## src/rtl/alu_pkg.sv

```systemverilog
// Shared widths, FSM state and operand bundle for the ALU arbiter.
// No logic; types only.
// Imported by alu_arbiter and its sub-module.
package alu_pkg;

  localparam int DATA_W = 4;
  localparam int OP_W   = 3;
  localparam int RES_W  = 8;
  localparam int CNT_W  = 8;

  typedef enum logic [1:0] {
    IDLE = 2'd0,
    EXEC = 2'd1,
    RESP = 2'd2
  } state_t;

  typedef struct packed {
    logic [DATA_W-1:0] a;
    logic [DATA_W-1:0] b;
    logic [OP_W-1:0]   opsel;
  } operand_t;

endpackage

```

## src/rtl/rr_arb2.sv

```systemverilog
// Two-way round-robin grant: a lone valid wins, a tie goes to the side not granted last.
// Latency: purely combinational.
// Backpressure: none; the caller qualifies the grant with its own state.
module rr_arb2 (
  input  logic [1:0] valid,
  input  logic       last_grant,
  output logic [1:0] grant
);

  // One-hot grant; tie broken against the previous winner
  always_comb begin
    grant = valid;
    if (valid == 2'b11) begin
      grant = last_grant ? 2'b01 : 2'b10;
    end
  end

endmodule

```

## src/rtl/alu_arbiter.sv

```systemverilog
// Shares one external ALU between two requesters with round-robin arbitration.
// Latency: accept at E0, ALU driven E0-E1, result valid from E1; one op per 3 cycles at best.
// Backpressure: RESP holds result/valid until the granted requester takes it; requests wait with ready low.
module alu_arbiter
  import alu_pkg::*;
#(
  parameter int CNT_W_P = CNT_W
) (
  input  logic                clk_i,
  input  logic                rst_n_i,
  input  logic                req0_valid_i,
  output logic                req0_ready_o,
  input  logic [DATA_W-1:0]   req0_a_i,
  input  logic [DATA_W-1:0]   req0_b_i,
  input  logic [OP_W-1:0]     req0_opsel_i,
  input  logic                req1_valid_i,
  output logic                req1_ready_o,
  input  logic [DATA_W-1:0]   req1_a_i,
  input  logic [DATA_W-1:0]   req1_b_i,
  input  logic [OP_W-1:0]     req1_opsel_i,
  output logic                rsp0_valid_o,
  input  logic                rsp0_ready_i,
  output logic                rsp1_valid_o,
  input  logic                rsp1_ready_i,
  output logic [RES_W-1:0]    rsp_data_o,
  output logic [DATA_W-1:0]   alu_a_o,
  output logic [DATA_W-1:0]   alu_b_o,
  output logic [OP_W-1:0]     alu_opsel_o,
  input  logic [RES_W-1:0]    alu_r_i,
  output logic                busy_o,
  output logic [CNT_W_P-1:0]  ops_done_o
);

  state_t               state_q;
  state_t               state_d;
  operand_t             opnd_q;
  logic [RES_W-1:0]     res_q;
  logic                 gnt_q;
  logic                 last_grant_q;
  logic [CNT_W_P-1:0]   cnt_q;
  logic [1:0]           grant;
  logic                 accept;
  logic                 done;
  logic                 gnt_rsp_ready;

  rr_arb2 u_rr_arb2 (
    .valid      ({req1_valid_i, req0_valid_i}),
    .last_grant (last_grant_q),
    .grant      (grant)
  );

  assign gnt_rsp_ready = gnt_q ? rsp1_ready_i : rsp0_ready_i;

  // State register
  always_ff @(posedge clk_i or negedge rst_n_i) begin
    if (!rst_n_i) begin
      state_q <= IDLE;
    end else begin
      state_q <= state_d;
    end
  end

  // Next state and handshake strobes; ready masked while reset is held so outputs stay 0
  always_comb begin
    state_d      = state_q;
    accept       = 1'b0;
    done         = 1'b0;
    req0_ready_o = 1'b0;
    req1_ready_o = 1'b0;
    case (state_q)
      IDLE: begin
        req0_ready_o = grant[0] & rst_n_i;
        req1_ready_o = grant[1] & rst_n_i;
        if ((|grant) && rst_n_i) begin
          accept  = 1'b1;
          state_d = EXEC;
        end
      end
      EXEC: begin
        state_d = RESP;
      end
      RESP: begin
        if (gnt_rsp_ready) begin
          done    = 1'b1;
          state_d = IDLE;
        end
      end
      default: begin
        state_d = IDLE;
      end
    endcase
  end

  // Operand latch, result capture, grant bookkeeping and completion counter
  always_ff @(posedge clk_i or negedge rst_n_i) begin
    if (!rst_n_i) begin
      opnd_q       <= '0;
      res_q        <= '0;
      gnt_q        <= 1'b0;
      last_grant_q <= 1'b1;
      cnt_q        <= '0;
    end else begin
      if (accept) begin
        gnt_q <= grant[1];
        if (grant[1]) begin
          opnd_q <= '{a: req1_a_i, b: req1_b_i, opsel: req1_opsel_i};
        end else begin
          opnd_q <= '{a: req0_a_i, b: req0_b_i, opsel: req0_opsel_i};
        end
      end
      if (state_q == EXEC) begin
        res_q <= alu_r_i;
      end
      if (done) begin
        cnt_q        <= cnt_q + 1'b1;
        last_grant_q <= gnt_q;
      end
    end
  end

  assign alu_a_o      = opnd_q.a;
  assign alu_b_o      = opnd_q.b;
  assign alu_opsel_o  = opnd_q.opsel;
  assign rsp_data_o   = res_q;
  assign rsp0_valid_o = (state_q == RESP) && !gnt_q;
  assign rsp1_valid_o = (state_q == RESP) && gnt_q;
  assign busy_o       = (state_q != IDLE);
  assign ops_done_o   = cnt_q;

endmodule
```

## config.mk

```make
export PLATFORM = sky130hd
export DESIGN_NAME = alu_arbiter
export DESIGN_NICKNAME = d
export VERILOG_FILES = /design/src/rtl/alu_pkg.sv /design/src/rtl/rr_arb2.sv /design/src/rtl/alu_arbiter.sv
export SDC_FILE = /design/constraint.sdc
export NUM_CORES = 1
export LEC_CHECK = 0
export BUFFER_PORTS_ARGS = -buffer_cell sky130_fd_sc_hd__buf_2
export CELL_PAD_IN_SITES_DETAIL_PLACEMENT = 1
export CELL_PAD_IN_SITES_GLOBAL_PLACEMENT = 2
export CORE_AREA = 2 2 68 96
export DETAILED_ROUTE_END_ITERATION = 10
export DIE_AREA = 0 0 70 98
export GPL_TIMING_DRIVEN = 0
export MAX_ROUTING_LAYER = met4
export PLACE_DENSITY = 0.74
export SYNTH_ARGS = -nofsm -noshare
export SYNTH_HDL_FRONTEND = slang
export SYNTH_SLANG_ARGS = --single-unit
```

## constraint.sdc

```tcl
create_clock -name clk_i -period 1.4 [get_ports clk_i]
set_input_delay 0.14 -clock clk_i [delete_from_list [all_inputs] [get_ports clk_i]]
set_output_delay 0.14 -clock clk_i [all_outputs]
set_load 0.02 [all_outputs]
```

### Yosys cells after proc, flatten, opt, wreduce, memory -nomap -nowiden

Cells that the tools add are included.

| cells by class | value |
|---|---|
| add/subtract/negate cells | 1 |
| equal/unequal tests | 5 |
| reduce and logical (&&, ||, !) cells | 8 |
| bitwise logic cells | 2 |
| multiplexer cells | 13 |

Operators by type and width:

| kind | number |
|---|---|
| $mux W11 | 1 |
| $add A8 B1 Y8 const B | 1 |
| $mux W2 | 4 |
| $mux W1 | 7 |
| $pmux W2 S3 | 1 |
| $eq A2 B2 Y1 const B | 2 |
| $ne A2 B2 Y1 const B | 2 |
| $logic_and A1 B1 Y1 | 3 |
| $and A1 B1 Y1 | 2 |
| $eq A2 B1 Y1 const B | 1 |
| $logic_not A2 Y1 | 1 |
| $reduce_and A2 Y1 | 1 |
| $reduce_bool A2 Y1 | 1 |
| $reduce_or A2 Y1 | 1 |
| $logic_not A1 Y1 | 1 |

| storage, ports and cells | value |
|---|---|
| logic and storage cells | 37 |
| output and inout bits | 32 |
| register bits after elaboration | 31 |
| input bits | 36 |

### Longest topological paths before layout

Gate-level depths: netlist (run 1).

| depth | value |
|---|---|
| depth after elaboration | 6 |
| depth in mapped cells | 4 |
| gate-level depth less buffers | 4 |

### Hierarchy

From an unflattened synthesis (run 1), not the netlist that was laid out.

| unflattened totals | value |
|---|---|
| cell total of the unflattened synthesis | 105 |
| area, all modules | 1,482.7 um^2 |

Modules (own cells, without submodules):

| module | cells an instance | seq. area each (um^2) | times used | area an instance (um^2) |
|---|---|---|---|---|
| alu_arbiter | 102 | 777.0 | 1 | 1,463.9 |
| rr_arb2 | 3 | 0.0 | 1 | 18.8 |

### Least setup slack after synthesis (run 1)

No wires, ideal clock.

| path | value |
|---|---|
| path type | reg2out |
| from | register state_q[1] |
| to | output port req0_ready_o |
| path slack | -0.080 ns |
| stages on the path, launching flop included | 3 |
| arrival | 1.340 ns |
| required time | 1.260 ns |
| buffers on the path | 0 |
| cells stage by stage | dfrtp_1 > or3b_4 > nor3_1 |

| on the way | value |
|---|---|
| word-level cells in the longest chain between the ends | 2 |

Ends and longest elaborated chain:

| element | line | source |
|---|---|---|
| start, declared | alu_arbiter.sv:34 | `state_t state_q;` |
| start signal, assigned | alu_arbiter.sv:59 | `state_q <= state_d;` |
| $logic_not A2 Y1 | alu_arbiter.sv:70 | `case (state_q)` |
| $mux W1 | alu_arbiter.sv:70 |  |
| end, declared | alu_arbiter.sv:12 | `output logic req0_ready_o,` |

No other way between the ends.

### Worst setup path in the final report (run 1)

| path | value |
|---|---|
| from | register state_q[0] |
| to | register opnd_q (netlist bit alu_b_o[3]) |

| on the way | value |
|---|---|
| word-level cells in the longest chain between the ends | 2 |

Ends and longest elaborated chain:

| element | line | source |
|---|---|---|
| $logic_not A2 Y1 | alu_arbiter.sv:70 |  |
| $mux W1 | alu_arbiter.sv:70 |  |
| end signal, assigned | alu_arbiter.sv:106 | `opnd_q <= '{a: req1_a_i, b: req1_b_i, opsel: req1_opsel_i};` |
| end signal, assigned | alu_arbiter.sv:108 | `opnd_q <= '{a: req0_a_i, b: req0_b_i, opsel: req0_opsel_i};` |
| end, declared | alu_arbiter.sv:36 | `operand_t opnd_q;` |

No other way between the ends.
A chain may end at the register's enable or synchronous reset.

==> metrics, run 1 <==
Layout area overhead 45.9%; power density cells 2200 nW/um^2; clock latency on the worst-skew pair 0.28 ns; vias after detailed routing approximately 1,200; number of placement rows 34; sequential cell area in the final layout 781 sq um; FF+latch count, synth 31; grt met1 use 0.143; Non-Filler Cell Area, Final about 2100 sq um; headroom to the max-slew limit 0.716; TritonCTS Buffers 5; most heavily used metal layer in global routing met2; fill cell total of the finished layout approximately 700; count of pins on the block boundary 68; count of final max-slew check failures 0; all-layer global routing usage 0.125; status finished, violations left; crit-path max FO 10; path type of the worst setup path register to register; async set or reset register ratio after synthesis 1.00; met3 capacity usage during global routing 0.0361; class of the worst hold path input port to async pin; slowest stage delay, CP about 0.43 ns; Multi-input gate area between 600 and 700 sq um; Die Footprint between 6000 and 7000 sq um; final setup violation count 13; cell with the most instances after synthesis sky130_fd_sc_hd__dfrtp_1; Initial Util 0.241; Final Cycle Share 1.10; Worst Path Arrival between 1.5 and 2 ns; routed length per placed instance roughly 15 microns; antenna violations before repair 0; remaining number of nets flagged by the antenna check after routing 0; number of cells in the design after placement ~250; share of post-route cells with drive strength above 1 0.625; die width 70 microns; routed via count divided by cell count approximately 4.7; endpoint of the most critical register-to-register path alu_b_o[3]$_DFFE_PN0P_; dominant cell type by area after synthesis sky130_fd_sc_hd__dfrtp_1; GP Congestion 0.685; Post-Route Hold Slack -0.216 ns; clk slew on worst S/H paths 0.07 ns; setup_tns -1.43 ns; clock period minus worst slack 1.54 ns; Port Buf Inserts between 60 and 70; slew of the pin with the lowest slew margin between 0.4 and 0.5 ns; fraction of met2 tracks used by global routing 0.209; Mapped Cells 110; most area-consuming cells after synthesis sky130_fd_sc_hd__dfrtp_1 (52%), sky130_fd_sc_hd__a2bb2oi_2 (9.3%), sky130_fd_sc_hd__mux2_2 (7.0%); setup slack of the most critical reg-to-reg path -0.14 ns; post-route worst setup slack -0.137 ns; vias in the first global route between 1,000 and 1,500; EDFF count, synth 0; Slowest-stage cell, CP sky130_fd_sc_hd__or3b_4; clk buf depth 2; Post-Syn Nets between 100 and 150; count of cell types in the netlist 35; number of warnings printed during yosys synthesis 0; leakage power summed over all cells roughly 0.001 uW; post-detailed-placement half-perimeter wirelength between 2000 and 3000 microns; violations in the final reports negative hold slack, negative setup slack; TritonCTS clock tree built; worst voltage drop across the vdd grid between 0.7 and 0.8 mV; reg-to-reg critical path startpoint state_q[0]$_DFFE_PN0P_; syn avg cell area 13.2 sq um; DRC violations left 0; top-area cell type share of the netlist area 0.516; Root Driver sky130_fd_sc_hd__clkbuf_8; CP top delay family simple AND/OR/NAND/NOR gates; final routed wirelength across all metal layers 4000 microns; startpoint type of the worst setup path register; global-route congestion overflow total 0; post-synthesis cell area ~1500 sq um; final net count ~230; ordered list of cells on the worst path or3b_4, buf_4, nor2_4, buf_8, a2bb2oi_2; number of H-tree branching levels 2; upper clock frequency limit around 650 MHz; placed instance area 1880 sq um; global-route wire length before repair about 6600 microns; 1st-iter DRT viols 39; critical path capture point type register; final number of hold-violating endpoints 30; most frequent cells after synthesis sky130_fd_sc_hd__dfrtp_1 (30), sky130_fd_sc_hd__o32ai_1 (11), sky130_fd_sc_hd__a2bb2oi_2 (9), sky130_fd_sc_hd__mux2_2 (9), sky130_fd_sc_hd__nor2_1 (5); height of the chip 98 microns; worst clock skew on the final layout about 0.011 ns; post-synthesis sequential area ratio 0.534; Core Box Area a little over 6000 sq um; path length in cells of the critical path 5; pin count of the biggest net entering global routing 34; reported max-cap violation count 0; number of sinks handled by clock tree synthesis 31; final non-filler cell total roughly 260; Post-Place Setup Slack -0.465 ns; Most used DFF post-synth sky130_fd_sc_hd__dfrtp_1; required time at the endpoint of the critical path 1.61 ns; detailed-routing iteration count for the pre-antenna-repair pass 4; crit path buf inv count 2; setup repair after global routing missed its margin true; number of antenna repair diodes 0; number of cell instances on the worst register-to-register path 5
-- worst max-delay path by stage --
| stage | start | to | slack [ns] |
|---|---|---|---|
| floorplan | state_q[1]$_DFFE_PN0P_ | gnt_q$_DFFE_PN0P_ | 0.002 |
| global placement | rst_n_i | alu_a_o[3]$_DFFE_PN0P_ | -0.44 |
| CTS | state_q[0]$_DFFE_PN0P_ | req0_ready_o | -0.15 |
| finish | state_q[0]$_DFFE_PN0P_ | alu_b_o[3]$_DFFE_PN0P_ | -0.14 |
| detailed placement | rst_n_i | alu_opsel_o[2]$_DFFE_PN0P_ | -0.47 |
| global route | state_q[0]$_DFFE_PN0P_ | alu_b_o[1]$_DFFE_PN0P_ | -0.19 |
-- power by group --
part | switching (uW) | internal [uW] | total [uW] | leakage, uW
combinational | 1230 | 1110 | 2340 | 0.000574
sequential | 286 | 1310 | 1600 | 0.000356
clock | 337 | 396 | 733 | 0.0000482
total | 1850 | 2820 | 4670 | 0.000978
-- cell usage in the layout (no fill, tap or decap), drive strengths merged, types with 2 or more instances in the layout --
cell	count
nand3	2
a2bb2oi	11
xnor2	4
nand2	2
dfrtp	30
clkbuf	9
buf	78
inv	2
nor3	2
xor2	3
nor2b	3
nand2b	2
mux2	10
nor2	6
o32ai	11
-- sequential cells by signal, indices dropped and copies added (netlist names) --
register      count
alu_a_o           4
alu_b_o           4
alu_opsel_o       3
gnt_q             1
last_grant_q      1
ops_done_o        8
rsp_data_o        8
state_q           2
-- cells by family (layout without fill, tap and decap cells) --
| kind of cell | count (synthesis) | after routing | synth area share |
|---|---|---|---|
| buffers and inverters | 8 | 90 | 0.0275 |
| AO/OA/AOI/OAI | 26 | 26 | 0.194 |
| adder cells (fa/ha/maj) | 1 | 1 | 0.00860 |
| flip-flops | 31 | 31 | 0.534 |
| AND/OR/NAND/NOR | 26 | 26 | 0.109 |
| multiplexers | 11 | 11 | 0.0843 |
| XOR/XNOR | 7 | 7 | 0.0422 |
-- metal layers --
| layer | up-vias | wire length, microns |
|---|---|---|
| li1 | 579 | - |
| met1 | 588 | 1580 |
| met2 | 58 | 2060 |
| met3 | 7 | 263 |
| met4 | 0 | 95 |
| met5 | - | 0 |
-- repair_timing --
item / CTS / global route
setup buffers: 4 / 2
endpoints found under the hold margin: 30 / 30
gates resized for setup: 19 / 15
pin swaps: 3 / 1
cloned: 0 / 1
setup endpoints to repair: 16 / 25
-- per-stage QoR --
stage                     power (uW)   util
after floorplan                 2970      -
after global placement          3620  0.312
after detailed placement        3670  0.312
after CTS                       4610  0.341
after global routing            5010  0.351
final                           4670  0.351
-- layout make-up --
class | count | share of cell area
inverter | 2 | 0.00354
tap | 72 | 0.0425
clock inverter | 1 | 0.00236
sequential | 31 | 0.368
multi-input combinational | 71 | 0.321
clock buffer | 7 | 0.0407
buffer | 6 | 0.0265
timing repair buffer | 74 | 0.195
Note: power is estimated with default switching activity, not from simulation.
==> inputs of run 2 (changes only) <==
- ABC_AREA: not set -> 1
- CORE_AREA: 2 2 68 96 -> 2 2 72 102
- DIE_AREA: 0 0 70 98 -> 0 0 74 104
- PLACE_DENSITY: 0.74 -> 0.76
==> run 2 against run 1 <==
Compared with the run above:
- the flow still finishes with violations (negative hold slack, negative setup slack)
- worst setup slack better by 0.12 ns
- global-route usage hardly changed
- synthesized cell count rose by 69%
- utilization shrank 2.3 points
- wire length increased by 13%
- sequential share of layout area decreased by 2.0 points
- sequential power shrank 4%
- first-iteration DRC count grew 15%
- clock skew about the same
==> metrics, run 2 <==
FF+latch count, synth 31 (unchanged); number of sinks handled by clock tree synthesis 31 (unchanged); post-synthesis cell area 1530 sq um (was 1450 sq um); clk slew on worst S/H paths 0.07 ns (about the same); setup repair after global routing missed its margin true (unchanged); required time at the endpoint of the critical path 1.26 ns (was 1.61 ns); slowest stage delay, CP 0.55 ns (was 0.43 ns); global-route congestion overflow total 0 (unchanged); path type of the worst setup path register to primary output (was register to register); Core Box Area 6800 sq um (was 6040 sq um); routed via count divided by cell count 4.14 (was 4.67); top-area cell type share of the netlist area 0.492 (was 0.516); remaining number of nets flagged by the antenna check after routing 0 (unchanged); final routed wirelength across all metal layers 4540 microns (was 4000 microns); Mapped Cells 186 (was 110); crit-path max FO 3 (was 10); violations in the final reports negative hold slack, negative setup slack (unchanged); Root Driver sky130_fd_sc_hd__clkbuf_8 (unchanged); headroom to the max-slew limit 0.703 (was 0.716); TritonCTS Buffers 5 (unchanged); most common library cell in the layout ignoring fill and taps sky130_fd_sc_hd__nand2_1 (was sky130_fd_sc_hd__buf_2); final setup violation count 1 (was 13); global-route wire length before repair 7270 microns (was 6600 microns); upper clock frequency limit 705 MHz (was 651 MHz); Design Power 4390 uW (was 4670 uW); 1st-iter DRT viols 45 (was 39); clk buf depth 2 (unchanged); power density cells 1970 nW/um^2 (was 2200 nW/um^2); worst clock skew on the final layout 0.0104 ns (was 0.0106 ns); reported max-cap violation count 0 (unchanged); Worst Path Arrival 1.28 ns (was 1.74 ns); final number of hold-violating endpoints 30 (unchanged); leakage power summed over all cells 0.00121 uW (was 0.000978 uW); final cell utilization of the core 0.328 (was 0.351); die width 74 microns (was 70 microns); dominant cell type by area after synthesis sky130_fd_sc_hd__dfrtp_1 (unchanged); post-synthesis sequential area ratio 0.509 (was 0.534); Initial Util 0.224 (was 0.241); clock period minus worst slack 1.42 ns (was 1.54 ns); status finished, violations left (unchanged); count of final max-slew check failures 0 (unchanged); height of the chip 104 microns (was 98 microns); pin count of the biggest net entering global routing 33 (was 34); number of H-tree branching levels 2 (unchanged); Layout area overhead 46.1% (was 45.9%); number of placement rows 36 (was 34); vias after detailed routing 1,519 (was 1,232); count of pins on the block boundary 68 (unchanged); Port Buf Inserts 67 (unchanged); Post-Place Setup Slack -0.342 ns (was -0.465 ns); most frequent cells after synthesis sky130_fd_sc_hd__nand2_1 (96), sky130_fd_sc_hd__dfrtp_1 (30), sky130_fd_sc_hd__nand3_1 (15) (was sky130_fd_sc_hd__dfrtp_1 (30), sky130_fd_sc_hd__o32ai_1 (11), sky130_fd_sc_hd__a2bb2oi_2 (9), sky130_fd_sc_hd__mux2_2 (9), sky130_fd_sc_hd__nor2_1 (5)); post-route worst setup slack -0.0184 ns (was -0.137 ns); number of warnings printed during yosys synthesis 0 (unchanged); Slowest-stage cell, CP sky130_fd_sc_hd__dfstp_2 (was sky130_fd_sc_hd__or3b_4); Final Cycle Share 1.01 (was 1.10); final net count 308 (was 228); CP dominant cell by count sky130_fd_sc_hd__buf_6; vias in the first global route 1,566 (was 1,325); GP Congestion 0.782 (was 0.685); syn avg cell area 8.21 sq um (was 13.2 sq um); class of the worst hold path input port to async pin (unchanged); most frequent cells in the layout sky130_fd_sc_hd__nand2_1 (94), sky130_fd_sc_hd__buf_2 (65), sky130_fd_sc_hd__dfrtp_1 (30) (was sky130_fd_sc_hd__buf_2 (62), sky130_fd_sc_hd__dfrtp_1 (27), sky130_fd_sc_hd__o32ai_1 (11), sky130_fd_sc_hd__buf_4 (11), sky130_fd_sc_hd__a2bb2oi_2 (10)); detailed-routing iteration count for the pre-antenna-repair pass 3 (was 4); count of cell types in the netlist 23 (was 35); most area-consuming cells after synthesis sky130_fd_sc_hd__dfrtp_1 (49%), sky130_fd_sc_hd__nand2_1 (24%), sky130_fd_sc_hd__mux2_2 (5.9%) (was sky130_fd_sc_hd__dfrtp_1 (52%), sky130_fd_sc_hd__a2bb2oi_2 (9.3%), sky130_fd_sc_hd__mux2_2 (7.0%)); clock latency on the worst-skew pair 0.29 ns (was 0.28 ns); cell with the most instances after synthesis sky130_fd_sc_hd__nand2_1 (was sky130_fd_sc_hd__dfrtp_1); startpoint type of the worst setup path register (unchanged); share of post-route cells with drive strength above 1 0.419 (was 0.625); critical path capture point type primary output (was register); slew of the pin with the lowest slew margin 0.445 ns (was 0.426 ns); Post-Route Hold Slack -0.214 ns (was -0.216 ns); worst voltage drop across the vdd grid 0.651 mV (was 0.737 mV); routed length per placed instance 12.4 microns (was 15.2 microns); async set or reset register ratio after synthesis 1.00 (unchanged); Most used DFF post-synth sky130_fd_sc_hd__dfrtp_1 (unchanged); ordered list of cells on the worst path nand2_4, buf_6, a21oi_2, buf_6 (was or3b_4, buf_4, nor2_4, buf_8, a2bb2oi_2); Post-Syn Nets 223 (was 147); number of antenna repair diodes 0 (unchanged); TritonCTS clock tree built (unchanged); DRC violations left 0 (unchanged); EDFF count, synth 0 (unchanged); all-layer global routing usage 0.126 (was 0.125); Die Footprint 7700 sq um (was 6860 sq um); post-detailed-placement half-perimeter wirelength 3300 microns (was 2810 microns); antenna violations before repair 0 (unchanged)
-- run 2: cell count changes in the layout (fill, tap and decap cells not counted), sizes merged, moves of 5 or more --
cell and delta:
o32ai -11, buf +5, a2bb2oi -11, nand3 +13, inv +7, nand2 +96
-- run 2: per-stage QoR --
stage | setup TNS [ns] | hold WS (ns) | cells | area (sq um)
after global placement | -1.86 | 0.277 | 348 | 1980
after floorplan | 0 | -0.156 | 186 | 1530
after global routing | -0.0745 | -0.172 | 367 | 2230
after CTS | -0.0253 | -0.187 | 364 | 2210
final | -0.0184 | -0.214 | 367 | 2230
after detailed placement | -2.08 | 0.286 | 348 | 1980
-- run 2: final timing paths --
path                                          start                        end  slack [ns]  depth (start not counted)
max                        last_grant_q$_DFFE_PN1P_               req0_ready_o       -0.02                          4
min                                         rst_n_i  ops_done_o[0]$_DFFE_PN0P_       -0.21                          1
max reg2reg                       gnt_q$_DFFE_PN0P_  ops_done_o[0]$_DFFE_PN0P_        0.10                          5
min reg2reg                  alu_a_o[0]$_DFFE_PN0P_     alu_a_o[0]$_DFFE_PN0P_        0.48                          2
max in group asynchronous                   rst_n_i   last_grant_q$_DFFE_PN1P_        1.26                          1
min in group clk_i                       alu_r_i[2]  rsp_data_o[2]$_DFFE_PN0N_        0.09                          2
-- run 2: area by class of cell --
class,count,area (sq um)
Multi-Input combinational cell,141,704
Tap cell,95,119
Clock inverter,2,35.0
Buffer,3,27.5
Sequential cell,31,777
Inverter,9,36.3
Timing Repair Buffer,80,448
Fill cell,835,4570
Clock buffer,6,82.6
-- run 2: repair_timing --
| action | CTS | global route |
|---|---|---|
| pin swaps | 3 | 1 |
| endpoints found under the setup margin | 4 | 10 |
| endpoints found under the hold margin | 30 | 30 |
| resized for setup | 17 | 4 |
| setup buffers | 8 | 5 |
-- run 2: routing by layer --
| layer | share of wire | global-route usage | up-vias |
|---|---|---|---|
| li1 | - | - | 749 |
| met1 | 0.41 | 0.132 | 718 |
| met2 | 0.52 | 0.226 | 45 |
| met3 | 0.052 | 0.0281 | 7 |
| met4 | 0.016 | 0.0390 | 0 |
| met5 | 0 | - | - |
-- run 2: logic make-up (layout without fill, tap and decap cells) --
| kind of cell | count (synthesis) | after routing | synth area share |
|---|---|---|---|
| compound gates | 6 | 6 | 0.0270 |
| xor+xnor | 3 | 3 | 0.0172 |
| fa+ha+maj | 1 | 1 | 0.00820 |
| buf+inv | 14 | 100 | 0.0459 |
| flops | 31 | 31 | 0.509 |
| mux | 8 | 8 | 0.0590 |
| simple gates | 123 | 123 | 0.334 |
-- run 2: where the power goes --
part / total, uW / internal (uW) / switching [uW]
Sequential: 1530 / 1270 / 254
Clock: 925 / 576 / 349
Combinational: 1940 / 771 / 1170
-- run 2: critical path, delay by kind of cell (launching register included) --
family,cells,cell delay (ns)
compound gates,1,0.12
buf+inv,2,0.25
flops,1,0.55
simple gates,1,0.07
==> inputs of run 3 (changes only) <==
- TNS_END_PERCENT: not set -> 30
==> run 3 against run 2 <==
Compared with the run above:
- the flow still finishes with violations (negative hold slack, negative setup slack)
- cell count rose by 0.27%
- first-iteration DRC count shrank 6.7%
- sequential cell count did not move
- sequential power is essentially flat
- clock skew about the same
- utilization is 0.22 points higher
- register-to-register slack hardly changed
- global-route usage unchanged
- non-clock buffer count rose by 1
- largest cell class unchanged
==> metrics, run 3 (same netlist as run 2, synthesis figures left out) <==
routed via count divided by cell count 4.13 (was 4.14); reg-to-reg critical path startpoint gnt_q$_DFFE_PN0P_ (unchanged); launch point of the critical path last_grant_q$_DFFE_PN1P_ (unchanged); Post-Place Setup Slack -0.342 ns (unchanged); class of the worst hold path input port to async pin (unchanged); global-route wire length before repair 7270 microns (unchanged); global-route congestion overflow total 0 (unchanged); grt met1 use 0.132 (unchanged); Die Footprint 7700 sq um (unchanged); routed length per placed instance 12.3 microns (was 12.4 microns); startpoint type of the worst setup path register (unchanged); fill cell total of the finished layout 835 (unchanged); Root Driver sky130_fd_sc_hd__clkbuf_8 (unchanged); Design Power 4400 uW (was 4390 uW); Port Buf Inserts 67 (unchanged); most common library cell in the layout ignoring fill and taps sky130_fd_sc_hd__nand2_1 (unchanged); required time at the endpoint of the critical path 1.26 ns (about the same); number of placement rows 36 (unchanged); clock latency on the worst-skew pair 0.29 ns (about the same); clk slew on worst S/H paths 0.07 ns (about the same); reported max-cap violation count 0 (unchanged); Post-Route Hold Slack -0.212 ns (was -0.214 ns); Final Cycle Share 1.01 (about the same); headroom to the max-slew limit 0.703 (about the same); final number of hold-violating endpoints 30 (unchanged); share of post-route cells with drive strength above 1 0.421 (was 0.419); crit-path max FO 3 (unchanged); most frequent cells in the layout sky130_fd_sc_hd__nand2_1 (94), sky130_fd_sc_hd__buf_2 (65), sky130_fd_sc_hd__dfrtp_1 (30) (unchanged); Initial Util 0.224 (unchanged); number of cells in the design after placement 348 (unchanged); most heavily used metal layer in global routing met2 (unchanged); final non-filler cell total 368 (was 367); number of sinks handled by clock tree synthesis 31 (unchanged); number of antenna repair diodes 0 (unchanged); number of H-tree branching levels 2 (unchanged); upper clock frequency limit 705 MHz (about the same); TritonCTS clock tree built (unchanged); power density cells 1960 nW/um^2 (was 1970 nW/um^2); height of the chip 104 microns (unchanged); vias in the first global route 1,566 (unchanged); vias after detailed routing 1,519 (unchanged); path type of the worst setup path register to primary output (unchanged); die width 74 microns (unchanged); met3 capacity usage during global routing 0.0281 (unchanged); post-detailed-placement half-perimeter wirelength 3300 microns (unchanged); leakage power summed over all cells 0.00122 uW (was 0.00121 uW); Layout area overhead 47.0% (was 46.1%); setup repair after global routing missed its margin true (unchanged); GP Congestion 0.782 (unchanged); antenna violations before repair 0 (unchanged); all-layer global routing usage 0.126 (unchanged); worst voltage drop across the vdd grid 0.663 mV (was 0.651 mV); 1st-iter DRT viols 42 (was 45); TritonCTS Buffers 5 (unchanged); detailed-routing iteration count for the pre-antenna-repair pass 3 (unchanged); fraction of met2 tracks used by global routing 0.226 (unchanged); DRC violations left 0 (unchanged); status finished, violations left (unchanged); final routed wirelength across all metal layers 4540 microns (about the same); Worst Path Arrival 1.28 ns (about the same); clk buf depth 2 (unchanged); violations in the final reports negative hold slack, negative setup slack (unchanged); critical path capture point type primary output (unchanged); Core Box Area 6800 sq um (unchanged); slew of the pin with the lowest slew margin 0.446 ns (was 0.445 ns); count of final max-slew check failures 0 (unchanged); count of pins on the block boundary 68 (unchanged); worst clock skew on the final layout 0.0104 ns (about the same); pin count of the biggest net entering global routing 33 (unchanged); remaining number of nets flagged by the antenna check after routing 0 (unchanged); final net count 309 (was 308); post-route worst setup slack -0.0183 ns (was -0.0184 ns); clock period minus worst slack 1.42 ns (about the same); final setup violation count 1 (unchanged)
[run 3: worst max-delay path: stages (launching register included)]
cell	delay, ns
sky130_fd_sc_hd__dfstp_2	0.55
sky130_fd_sc_hd__nand2_4	0.07
sky130_fd_sc_hd__buf_6	0.12
sky130_fd_sc_hd__a21oi_2	0.12
sky130_fd_sc_hd__buf_6	0.13
[run 3: power breakdown]
group | internal [uW] | switching, uW
clock | 576 | 349
sequential | 1270 | 254
combinational | 784 | 1170
total | 2630 | 1770
[run 3: final cells by class]
| class | count | area, sq um | share of cell area |
|---|---|---|---|
| well taps | 95 | 119 | 0.0530 |
| clock inverters | 2 | 35.0 | 0.0156 |
| multi-input cells | 141 | 704 | 0.314 |
| plain buffers | 4 | 42.5 | 0.0190 |
| inverters | 9 | 36.3 | 0.0162 |
| repair buffers | 80 | 448 | 0.200 |
| flip-flops and latches | 31 | 777 | 0.346 |
| clock buffers | 6 | 82.6 | 0.0368 |
[run 3: metrics by stage]
stage	utilization	hold WS (ns)	TNS [ns]	cell area [sq um]
2_1_floorplan	-	-0.156	0	1530
3_3_place_gp	0.291	0.277	-1.86	1980
3_5_place_dp	0.291	0.286	-2.08	1980
4_1_cts	0.325	-0.187	-0.0253	2210
5_1_grt	0.330	-0.172	-0.0850	2240
6_report	0.330	-0.212	-0.0183	2240
[run 3: layer usage]
| metal | part of all wire | up-vias |
|---|---|---|
| met1 | 0.41 | 716 |
| met4 | 0.016 | 0 |
| met5 | 0 | - |
| met2 | 0.52 | 45 |
| met3 | 0.052 | 7 |
| li1 | - | 751 |
[run 3: worst paths after layout]
kind	end	slack, ns	depth (start not counted)
setup / recovery	req0_ready_o	-0.02	4
hold / removal	ops_done_o[0]$_DFFE_PN0P_	-0.21	1
setup reg to reg	ops_done_o[0]$_DFFE_PN0P_	0.10	5
hold reg to reg	alu_a_o[0]$_DFFE_PN0P_	0.48	2
max in group asynchronous	last_grant_q$_DFFE_PN1P_	1.26	1
min in group clk_i	rsp_data_o[2]$_DFFE_PN0N_	0.09	2
[run 3: repair_timing]
action,in CTS,in global routing
setup buffers,8,5
gates resized for setup,17,4
endpoints found under the setup margin,4,10
hold endpoints to repair,30,30
pin swaps,3,1
